## src/rtl/display_scan_if.sv

```systemverilog
// Bundle between a host and display_scan_controller.
//   Host -> controller: enable, value_in[15:0], dp_in[3:0], update, lz_blank
//   Controller -> host: digit_count[1:0], nibble[3:0], dp, seg_en, frame_done
// Handshake: update is a fire-and-forget strobe with no ready. Every cycle
// with update=1 is accepted unconditionally; value_in/dp_in are sampled in
// that same cycle, and a later strobe overwrites an earlier one that has not
// yet reached the display.
interface display_scan_if;
  logic        enable;
  logic [15:0] value_in;
  logic [3:0]  dp_in;
  logic        update;
  logic        lz_blank;
  logic [1:0]  digit_count;
  logic [3:0]  nibble;
  logic        dp;
  logic        seg_en;
  logic        frame_done;

  modport master (
    output enable, value_in, dp_in, update, lz_blank,
    input  digit_count, nibble, dp, seg_en, frame_done
  );

  modport slave (
    input  enable, value_in, dp_in, update, lz_blank,
    output digit_count, nibble, dp, seg_en, frame_done
  );
endinterface

```

## src/rtl/display_scan_controller.sv

```systemverilog
// Time-multiplexes a 16-bit hex value onto a 4-digit 7-segment display.
// Each digit gets BLANK_CYCLES of dark guard time followed by DWELL_CYCLES of
// lit time. New values are staged on update and moved into the shadow
// (displayed) register only at frame start, so a frame is never torn.
// Ports:
//   clk        system clock
//   reset_n    asynchronous reset, active low
//   bus        display_scan_if.slave (inputs: enable, value_in, dp_in,
//              update, lz_blank; outputs: digit_count, nibble, dp, seg_en,
//              frame_done)
//   state_dbg  current FSM state (IDLE=0, BLANK=1, DRIVE=2)
module display_scan_controller #(
  parameter int DWELL_CYCLES = 2000,
  parameter int BLANK_CYCLES = 50
) (
  input  logic               clk,
  input  logic               reset_n,
  display_scan_if.slave      bus,
  output logic [1:0]         state_dbg
);

  localparam int MAXC = (DWELL_CYCLES > BLANK_CYCLES) ? DWELL_CYCLES : BLANK_CYCLES;
  localparam int CW   = $clog2(MAXC) + 1;
  localparam logic [CW-1:0] BLANK_LAST = CW'(BLANK_CYCLES - 1);
  localparam logic [CW-1:0] DWELL_LAST = CW'(DWELL_CYCLES - 1);

  typedef enum logic [1:0] {
    IDLE  = 2'd0,
    BLANK = 2'd1,
    DRIVE = 2'd2
  } state_t;

  state_t        state;
  logic [CW-1:0] cnt;
  logic [15:0]   staging;
  logic [3:0]    staging_dp;
  logic          pending;
  logic [15:0]   shadow;
  logic [3:0]    shadow_dp;
  logic [1:0]    digit_count;
  logic [3:0]    nibble;
  logic          dp;
  logic          seg_en;
  logic          frame_done;

  // Digit 0 is the MSB nibble / dp bit 3.
  function automatic logic [3:0] pick_nibble(input logic [15:0] v, input logic [1:0] k);
    case (k)
      2'd0:    return v[15:12];
      2'd1:    return v[11:8];
      2'd2:    return v[7:4];
      default: return v[3:0];
    endcase
  endfunction

  function automatic logic pick_dp(input logic [3:0] d, input logic [1:0] k);
    case (k)
      2'd0:    return d[3];
      2'd1:    return d[2];
      2'd2:    return d[1];
      default: return d[0];
    endcase
  endfunction

  logic        blank_done;
  logic        dwell_done;
  logic        frame_end;
  logic        load_frame;
  logic [15:0] shadow_nx;
  logic [3:0]  shadow_dp_nx;
  logic        z0, z1, z2;
  logic        suppress;
  logic [1:0]  next_digit;

  assign blank_done = (cnt == BLANK_LAST);
  assign dwell_done = (cnt == DWELL_LAST);
  assign frame_end  = (state == DRIVE) && dwell_done && (digit_count == 2'd3);
  assign next_digit = digit_count + 2'd1;

  // Every entry to BLANK at digit 0: either leaving IDLE or wrapping from
  // digit 3. The shadow takes the staging contents as they were before this
  // edge, so a same-cycle update stays pending for the following frame.
  assign load_frame   = bus.enable && ((state == IDLE) || frame_end);
  assign shadow_nx    = (load_frame && pending) ? staging    : shadow;
  assign shadow_dp_nx = (load_frame && pending) ? staging_dp : shadow_dp;

  // Running "all leading digits zero" chain over the shadow value.
  assign z0 = (shadow[15:12] == 4'h0);
  assign z1 = z0 && (shadow[11:8] == 4'h0);
  assign z2 = z1 && (shadow[7:4] == 4'h0);

  always_comb begin
    suppress = 1'b0;
    case (digit_count)
      2'd0:    suppress = bus.lz_blank && z0;
      2'd1:    suppress = bus.lz_blank && z1;
      2'd2:    suppress = bus.lz_blank && z2;
      default: suppress = 1'b0;
    endcase
  end

  always_ff @(posedge clk or negedge reset_n) begin
    if (!reset_n) begin
      state       <= IDLE;
      cnt         <= '0;
      staging     <= '0;
      staging_dp  <= '0;
      pending     <= 1'b0;
      shadow      <= '0;
      shadow_dp   <= '0;
      digit_count <= '0;
      nibble      <= '0;
      dp          <= 1'b0;
      seg_en      <= 1'b0;
      frame_done  <= 1'b0;
    end else begin
      frame_done <= 1'b0;
      shadow     <= shadow_nx;
      shadow_dp  <= shadow_dp_nx;

      if (bus.update) begin
        staging    <= bus.value_in;
        staging_dp <= bus.dp_in;
        pending    <= 1'b1;
      end else if (load_frame) begin
        pending <= 1'b0;
      end

      if (!bus.enable) begin
        state       <= IDLE;
        cnt         <= '0;
        digit_count <= '0;
        nibble      <= '0;
        dp          <= 1'b0;
        seg_en      <= 1'b0;
      end else begin
        case (state)
          IDLE: begin
            state       <= BLANK;
            cnt         <= '0;
            digit_count <= 2'd0;
            nibble      <= pick_nibble(shadow_nx, 2'd0);
            seg_en      <= 1'b0;
            dp          <= 1'b0;
          end
          BLANK: begin
            if (blank_done) begin
              // lz_blank is sampled here and the decision holds for the dwell.
              state  <= DRIVE;
              cnt    <= '0;
              seg_en <= !suppress;
              dp     <= !suppress && pick_dp(shadow_dp, digit_count);
            end else begin
              cnt    <= cnt + CW'(1);
              seg_en <= 1'b0;
              dp     <= 1'b0;
            end
          end
          DRIVE: begin
            if (dwell_done) begin
              // Index and nibble move only while dark so the translator
              // settles before segments light again.
              state       <= BLANK;
              cnt         <= '0;
              digit_count <= next_digit;
              nibble      <= pick_nibble(shadow_nx, next_digit);
              seg_en      <= 1'b0;
              dp          <= 1'b0;
              frame_done  <= (digit_count == 2'd3);
            end else begin
              cnt <= cnt + CW'(1);
            end
          end
          default: begin
            state  <= IDLE;
            seg_en <= 1'b0;
            dp     <= 1'b0;
          end
        endcase
      end
    end
  end

  assign bus.digit_count = digit_count;
  assign bus.nibble      = nibble;
  assign bus.dp          = dp;
  assign bus.seg_en      = seg_en;
  assign bus.frame_done  = frame_done;
  assign state_dbg       = state;

endmodule
```

## src/flat_wrapper.sv

```systemverilog
// flat-port wrapper written by rule: the top's interface ports become plain ports
module display_scan_controller_flat 
#(
  parameter int DWELL_CYCLES = 2000,
  parameter int BLANK_CYCLES = 50
)
  (clk, reset_n, state_dbg, bus_enable, bus_value_in, bus_dp_in, bus_update, bus_lz_blank, bus_digit_count, bus_nibble, bus_dp, bus_seg_en, bus_frame_done);
  display_scan_if bus_i ();
  input  logic clk;
  input  logic reset_n;
  output logic [1:0] state_dbg;
  input wire logic [$bits(bus_i.enable)-1:0] bus_enable;
  input wire logic [$bits(bus_i.value_in)-1:0] bus_value_in;
  input wire logic [$bits(bus_i.dp_in)-1:0] bus_dp_in;
  input wire logic [$bits(bus_i.update)-1:0] bus_update;
  input wire logic [$bits(bus_i.lz_blank)-1:0] bus_lz_blank;
  output wire logic [$bits(bus_i.digit_count)-1:0] bus_digit_count;
  output wire logic [$bits(bus_i.nibble)-1:0] bus_nibble;
  output wire logic [$bits(bus_i.dp)-1:0] bus_dp;
  output wire logic [$bits(bus_i.seg_en)-1:0] bus_seg_en;
  output wire logic [$bits(bus_i.frame_done)-1:0] bus_frame_done;
  assign bus_i.enable = bus_enable;
  assign bus_i.value_in = bus_value_in;
  assign bus_i.dp_in = bus_dp_in;
  assign bus_i.update = bus_update;
  assign bus_i.lz_blank = bus_lz_blank;
  assign bus_digit_count = bus_i.digit_count;
  assign bus_nibble = bus_i.nibble;
  assign bus_dp = bus_i.dp;
  assign bus_seg_en = bus_i.seg_en;
  assign bus_frame_done = bus_i.frame_done;
  display_scan_controller #(.DWELL_CYCLES(DWELL_CYCLES), .BLANK_CYCLES(BLANK_CYCLES)) u_core (.clk(clk), .reset_n(reset_n), .bus(bus_i), .state_dbg(state_dbg));
endmodule
```

## config.mk

```make
export PLATFORM = sky130hd
export DESIGN_NAME = display_scan_controller_flat
export DESIGN_NICKNAME = d
export VERILOG_FILES = /design/src/rtl/display_scan_if.sv /design/src/rtl/display_scan_controller.sv /design/src/flat_wrapper.sv
export SDC_FILE = /design/constraint.sdc
export NUM_CORES = 1
export LEC_CHECK = 0
export BUFFER_PORTS_ARGS = -buffer_cell sky130_fd_sc_hd__buf_4
export CORE_AREA = 2 2 97 99
export CTS_CLUSTER_SIZE = 14
export DETAILED_ROUTE_END_ITERATION = 10
export DIE_AREA = 0 0 99 101
export SYNTH_ARGS = -nofsm -noshare
export SYNTH_HDL_FRONTEND = slang
export SYNTH_SLANG_ARGS = --single-unit
```

## constraint.sdc

```tcl
create_clock -name clk -period 2.7 [get_ports clk]
set_input_delay 0.405 -clock clk [delete_from_list [all_inputs] [get_ports clk]]
set_output_delay 0.405 -clock clk [all_outputs]
set_load 0.01 [all_outputs]
```

# Word level (Yosys, flattened, before mapping)
# Cells that the tools add are included.
[classes]
addsub = 2
eq_ne = 13
n_mux = 33
n_reduce_logical = 21
[op_table]
columns = ["operator", "count"]
rows = [
  ["12-bit two-way mux", 3],
  ["12-bit one-hot mux with 3 select lines", 1],
  ["16-bit two-way mux", 1],
  ["1-bit two-way mux", 13],
  ["12-bit by 1-bit adder with 12-bit output (second input constant)", 1],
  ["12-bit by 11-bit equality test with 1-bit output (second input constant)", 1],
  ["12-bit by 6-bit equality test with 1-bit output (second input constant)", 1],
  ["4-bit logical NOT", 3],
  ["4-bit one-hot mux with 3 select lines", 1],
  ["1-bit logical AND", 10],
  ["2-bit two-way mux", 5],
  ["2-bit equality test (second input constant)", 4],
  ["4-bit two-way mux", 2],
  ["4-bit one-hot mux with 2 select lines", 1],
  ["2-bit by 1-bit equality test with 1-bit output (second input constant)", 3],
  ["2-bit logical NOT", 3],
  ["3-bit by 2-bit != test with 1-bit output (second input constant)", 2],
  ["1-bit one-hot mux with 3 select lines", 2],
  ["2-bit one-hot mux with 3 select lines", 1],
  ["4-bit by 1-bit != test with 1-bit output (second input constant)", 1],
  ["1-bit one-hot mux with 2 select lines", 2],
  ["2-bit one-hot mux with 2 select lines", 1],
  ["2-bit AND reduction", 2],
  ["3-bit by 1-bit != test with 1-bit output (second input constant)", 1],
  ["other kinds (4)", 4],
]
[word_totals]
register_bits = 64
inputBits = 25
output_inout_bits = 11
elab_cells = 81

# Longest topological paths before layout
[depth]
word_depth = 11
depth_mapped = 8
mapped_depth_nobuf = 7

# Least setup slack after synthesis
# OpenSTA, ideal clock, no wires.
[synth_timing]
path_type = "register to register"
startpoint = "register u_core.cnt[0]"
endpoint = "register u_core.nibble[3], in the netlist u_core.bus.nibble[3]"
setup_ns = 0.120
arrival_ns = 1.885
required_ns = 2.580
slack_ns = 0.694
stages_incl_launch_ff = 7
path_buffers = 0
synth_period_minus_slack_ns = 2.006
path_cell_list = "dfrtp_1 -> ha_1 -> nand4bb_4 -> nor4_4 -> nor2_2 -> mux2_4 -> o211a_1"
[synth_between]
elab_chain_cells = 11
elab_cells_between_ends = 13
classes_between = "2 x eq/ne; 5 x mux; 6 x reduce/logical"
[synth_lines]
columns = ["item", "line_no", "rtl"]
rows = [
  ["start: declaration", "display_scan_controller.sv:34", "logic [CW-1:0] cnt;"],
  ["start signal: assignment", "display_scan_controller.sv:154", "cnt <= cnt + CW'(1);"],
  ["start signal: assignment", "display_scan_controller.sv:171", "cnt <= cnt + CW'(1);"],
  ["12-bit by 11-bit equality test with 1-bit output (*)", "display_scan_controller.sv:76", "assign dwell_done = (cnt == DWELL_LAST);"],
  ["1-bit logical AND (*) (2 in series)", "display_scan_controller.sv:77", "assign frame_end = (state == DRIVE) && dwell_done && (digit_count == 2'd3);"],
  ["1-bit logical OR (*)", "display_scan_controller.sv:83", "assign load_frame = bus.enable && ((state == IDLE) || frame_end);"],
  ["1-bit logical AND (*)", "display_scan_controller.sv:83", ""],
  ["1-bit logical AND (*)", "display_scan_controller.sv:84", "assign shadow_nx = (load_frame && pending) ? staging : shadow;"],
  ["16-bit two-way mux (*)", "display_scan_controller.sv:84", ""],
  ["named net u_core.shadow_nx[15]", "display_scan_controller.sv:69", "logic [15:0] shadow_nx;"],
  ["4-bit one-hot mux with 3 select lines", "display_scan_controller.sv:48", "case (k)"],
  ["4-bit two-way mux", "display_scan_controller.sv:160", "if (dwell_done) begin"],
  ["4-bit one-hot mux with 2 select lines (*)", "display_scan_controller.sv:137", "case (state)"],
  ["4-bit two-way mux (*)", "display_scan_controller.sv:129", "if (!bus.enable) begin"],
  ["end signal: assignment", "display_scan_controller.sv:142", "nibble <= pick_nibble(shadow_nx, 2'd0);"],
  ["end signal: assignment", "display_scan_controller.sv:166", "nibble <= pick_nibble(shadow_nx, next_digit);"],
  ["end: declaration", "display_scan_controller.sv:41", "logic [3:0] nibble;"],
]
# Mark *: on every way through the listed nets, which the timed path passes. The rest lies on a longest branch. The select of a mux whose other input is x is not followed.
# A chain may end at the register's enable or synchronous reset.

# Worst setup path after layout
[layout_timing]
startpoint = "register u_core.state[0], in the netlist u_core.state_dbg[0]"
endpoint = "register u_core.shadow[8]"
[layout_between]
elab_chain_cells = 7
elab_cells_between_ends = 8
classes_between = "1 x eq/ne; 1 x mux; 6 x reduce/logical"
[layout_lines]
columns = ["item", "line_no", "rtl"]
rows = [
  ["start: declaration", "display_scan_controller.sv:33", "state_t state;"],
  ["start signal: assignment", "display_scan_controller.sv:104", "state <= IDLE;"],
  ["start signal: assignment", "display_scan_controller.sv:130", "state <= IDLE;"],
  ["start signal: assignment", "display_scan_controller.sv:139", "state <= BLANK;"],
  ["2-bit equality test", "display_scan_controller.sv:77", ""],
  ["1-bit logical AND (2 in series)", "display_scan_controller.sv:77", ""],
  ["1-bit logical OR (*)", "display_scan_controller.sv:83", ""],
  ["1-bit logical AND (*)", "display_scan_controller.sv:83", ""],
  ["1-bit logical AND (*)", "display_scan_controller.sv:84", ""],
  ["16-bit two-way mux (*)", "display_scan_controller.sv:84", ""],
  ["named net u_core.shadow_nx[8]", "display_scan_controller.sv:69", ""],
  ["end signal: assignment", "display_scan_controller.sv:118", "shadow <= shadow_nx;"],
  ["end: declaration", "display_scan_controller.sv:38", "logic [15:0] shadow;"],
]
# Mark *: on every way through the listed nets, which the timed path passes. The rest lies on a longest branch.

==> key figures <==
Status
  – Status: finished clean

Finish
  – Filler cell count: 829
  – Share of layout cells above drive strength 1: 26.7%
  – Multi-input logic area: 1600 µm²
  – Most frequent cells in the layout: dfrtp_1 (64), buf_4 (38), nand2_1 (28)
  – Register area: 1600 µm²
  – Cell Count, Final, Fillers Out: 456
  – Most common cell after layout, fill and taps aside: dfrtp_1
  – Final #Nets: 378
  – Syn-to-layout area delta: 18.3%
  – Antenna cell count: 0

Yosys
  – Seq/Total Area, Yosys: 48.1%
  – Syn nets: 342
  – Yosys warning total: 0
  – Ys flop type: dfrtp_1
  – Area leader, netlist: dfrtp_1
  – XOR/XNOR share of the synthesized area: 2.11%
  – Post-synth cell types: 57
  – Multiplexer share of the synthesized area: 12.2%
  – Main combinational cell family by area after synthesis: simple AND/OR/NAND/NOR gates
  – Post-Syn Area per Cell: 10.9 µm²
  – Synth Area in Adders: 4.89%
  – Post-Syn Area: 3330 µm²
  – Post-synth EDFFs: 0
  – Area contributors post-synth: dfrtp_1 (48%), mux2_2 (8.5%), ha_1 (4.9%)
  – Async set-reset flop share out of synthesis: 100%
  – Post-synthesis compound-gate area fraction: 12.3%
  – Cells after synthesis: 304
  – Synth Area in Simple Gates: 16.5%
  – Yosys reg bits: 64
  – Share of the synthesized area in the top cell type: 48.1%

Power
  – Power Density: 828 nW/µm²
  – Worst VDD drop: 426 µV
  – Final Power: 3.26 mW
  – LEAKAGE: 1.76 nW

Clock tree
  – Total CTS buffers: 9
  – TritonCTS clock tree: done
  – Worst skew pair latency: 0.34 ns
  – # clock sinks: 64
  – H-tree levels: 3
  – Clock slew at reported path FFs: 0.07 ns
  – CTS Buffer Depth: 2
  – CTS Root Cell: clkbuf_8
  – Buffers inserted by post-CTS timing repair: 0
  – Hold_buf cts: 0
  – CTS resizes: 0

Drt
  – DRT met1 WL: 3410 µm
  – Met3 routed WL: 379 µm
  – Drt total wl: 7070 µm
  – DR DRC count: 0
  – Highest routed metal layer: met4
  – Drt wl/cell: 15.5 µm
  – DR vias/cell: 5.36
  – DR WL met2: 3130 µm
  – First-pass DRT Iterations: 5
  – Routed vias: 2,444
  – DRC marker count from the first detailed-route iteration: 181
  – DRT antenna net count: 0

Worst setup path
  – CP Class: flip-flop to flip-flop
  – CP required: 2.93 ns
  – CP endpoint kind: flip-flop
  – CP Max Fanout: 14
  – Worst path max stage delay: 0.46 ns
  – Worst-path cell chain: inv_1 -> ha_1 -> nand2_1 -> nor2_1 -> nor2_2 -> buf_4 -> mux2_2
  – CP max stage cell: nor2_2
  – Crit path DAT: 2.56 ns
  – CP Launch Type: flip-flop
  – Worst Reg-to-Reg Cells: 7

Global route
  – First-pass GRT wire length: 11,600 µm
  – Grt ovf: 0
  – Initial antenna violation count: 0
  – Largest net degree at the start of global routing: 65
  – Vias in the first global route: 2,307
  – Total GRT Usage: 14.8%

Timing
  – Pins Over Slew Limit: 0
  – Final setup viols: 0
  – Setup TNS: 0 ns
  – Worst slew pin tran: 0.811 ns
  – RSZ-0062 raised after global routing: false
  – Headroom to the max-slew limit: 46.0%
  – Final hold violation count: 0
  – Clock period minus worst slack: 2.33 ns
  – Max Freq: 429 MHz
  – Final Skew: 0.0126 ns
  – Final period util: 86.3%

Die
  – Die height: 101 µm
  – # IOs: 36
  – Core box area: 8980 µm²
  – Num rows: 35
  – Die Area: 10000 µm²
  – DIE WIDTH: 99 µm
  – Initial Util: 37.1%

Place
  – GPL Wtd Cong: 0.814
  – Hpwl dp: 5130 µm
  – IO buf count: 35
  – Inst Count DP: 440

Run
  – Max cap viols: 0

Worst hold path
  – Hold Crit Class: input port to asynchronous set/reset pin
synthesized netlist by cell type (all sizes together), types with 3 or more instances:
cell,count
a211oi,6
a21oi,5
a222oi,9
a31oi,3
buf,6
clkbuf,7
dfrtp,64
ha,13
inv,18
mux2,26
mux2i,11
nand2,28
nand3,10
nand4,6
nor2,15
nor3,4
nor3b,4
nor4,5
o21ai,17
or2,3
xor2,6
report_power, final:
group          switching (mW)  internal, mW  leakage, nW  total [mW]
clock network           0.378         0.639        0.124        1.02
logic                   0.458         0.437        0.829       0.895
registers               0.169          1.18        0.805        1.35
total                    1.00          2.25         1.76        3.26
worst paths after layout:
path / slack (ns) / end / start
worst max-delay path: 0.37 / u_core.shadow[8] / u_core.state_dbg[0]
worst min-delay path: 0.16 / u_core.cnt[8] / reset_n
worst max register to register: 0.37 / u_core.shadow[8] / u_core.state_dbg[0]
worst min register to register: 0.49 / u_core.bus.seg_en / u_core.bus.seg_en
max in group asynchronous: 2.02 / u_core.shadow[13] / reset_n
min in group clk: 0.26 / u_core.staging[2] / bus_value_in[2]
logic make-up after synthesis:
logic type | after synthesis
compound gates | 57
xor+xnor | 8
fa+ha+maj | 13
buf+inv | 31
flops | 64
mux | 37
simple gates | 94
per-layer routing:
layer  vias up  global-route usage, %
met2        68                   21.5
met4         0                   6.85
li1       1178                      -
met5         -                      0
met3        13                   4.30
met1      1185                   20.3
flip-flops by register name, indices dropped and copies added (netlist names):
register	flops
u_core.shadow	16
u_core.staging	16
u_core.cnt	12
u_core.bus.nibble	4
u_core.shadow_dp	4
u_core.staging_dp	4
u_core.bus.digit_count	2
u_core.state_dbg	2
u_core.bus.dp	1
u_core.bus.frame_done	1
u_core.bus.seg_en	1
u_core.pending	1
metrics by stage:
step | setup WS, ns | area [µm²] | util, % | hold WS (ns)
6_report | 0.369 | 3940 | 43.9 | 0.158
3_3_place_gp | 0.433 | 3690 | 41.1 | 0.470
2_1_floorplan | 0.694 | 3330 | - | 0.109
4_1_cts | 0.347 | 3940 | 43.9 | 0.181
5_1_grt | 0.142 | 3940 | 43.9 | 0.209
3_5_place_dp | 0.362 | 3690 | 41.1 | 0.477
worst max-delay path: cells and delay by family (launching register included):
family / cells / cell delay [ns]
adders and majority gates: 1 / 0.25
buffers and inverters: 2 / 0.40
DFF: 1 / 0.40
muxes: 1 / 0.35
and+or+nand+nor: 3 / 0.81
area by class of cell:
class | instances | area share [%]
flip-flops and latches | 64 | 40.7
multi-input cells | 209 | 40.6
repair buffers | 38 | 7.24
clock buffers | 11 | 3.59
well taps | 111 | 3.53
clock inverters | 5 | 2.64
inverters | 18 | 1.72
(Power assumes the default switching activity.)
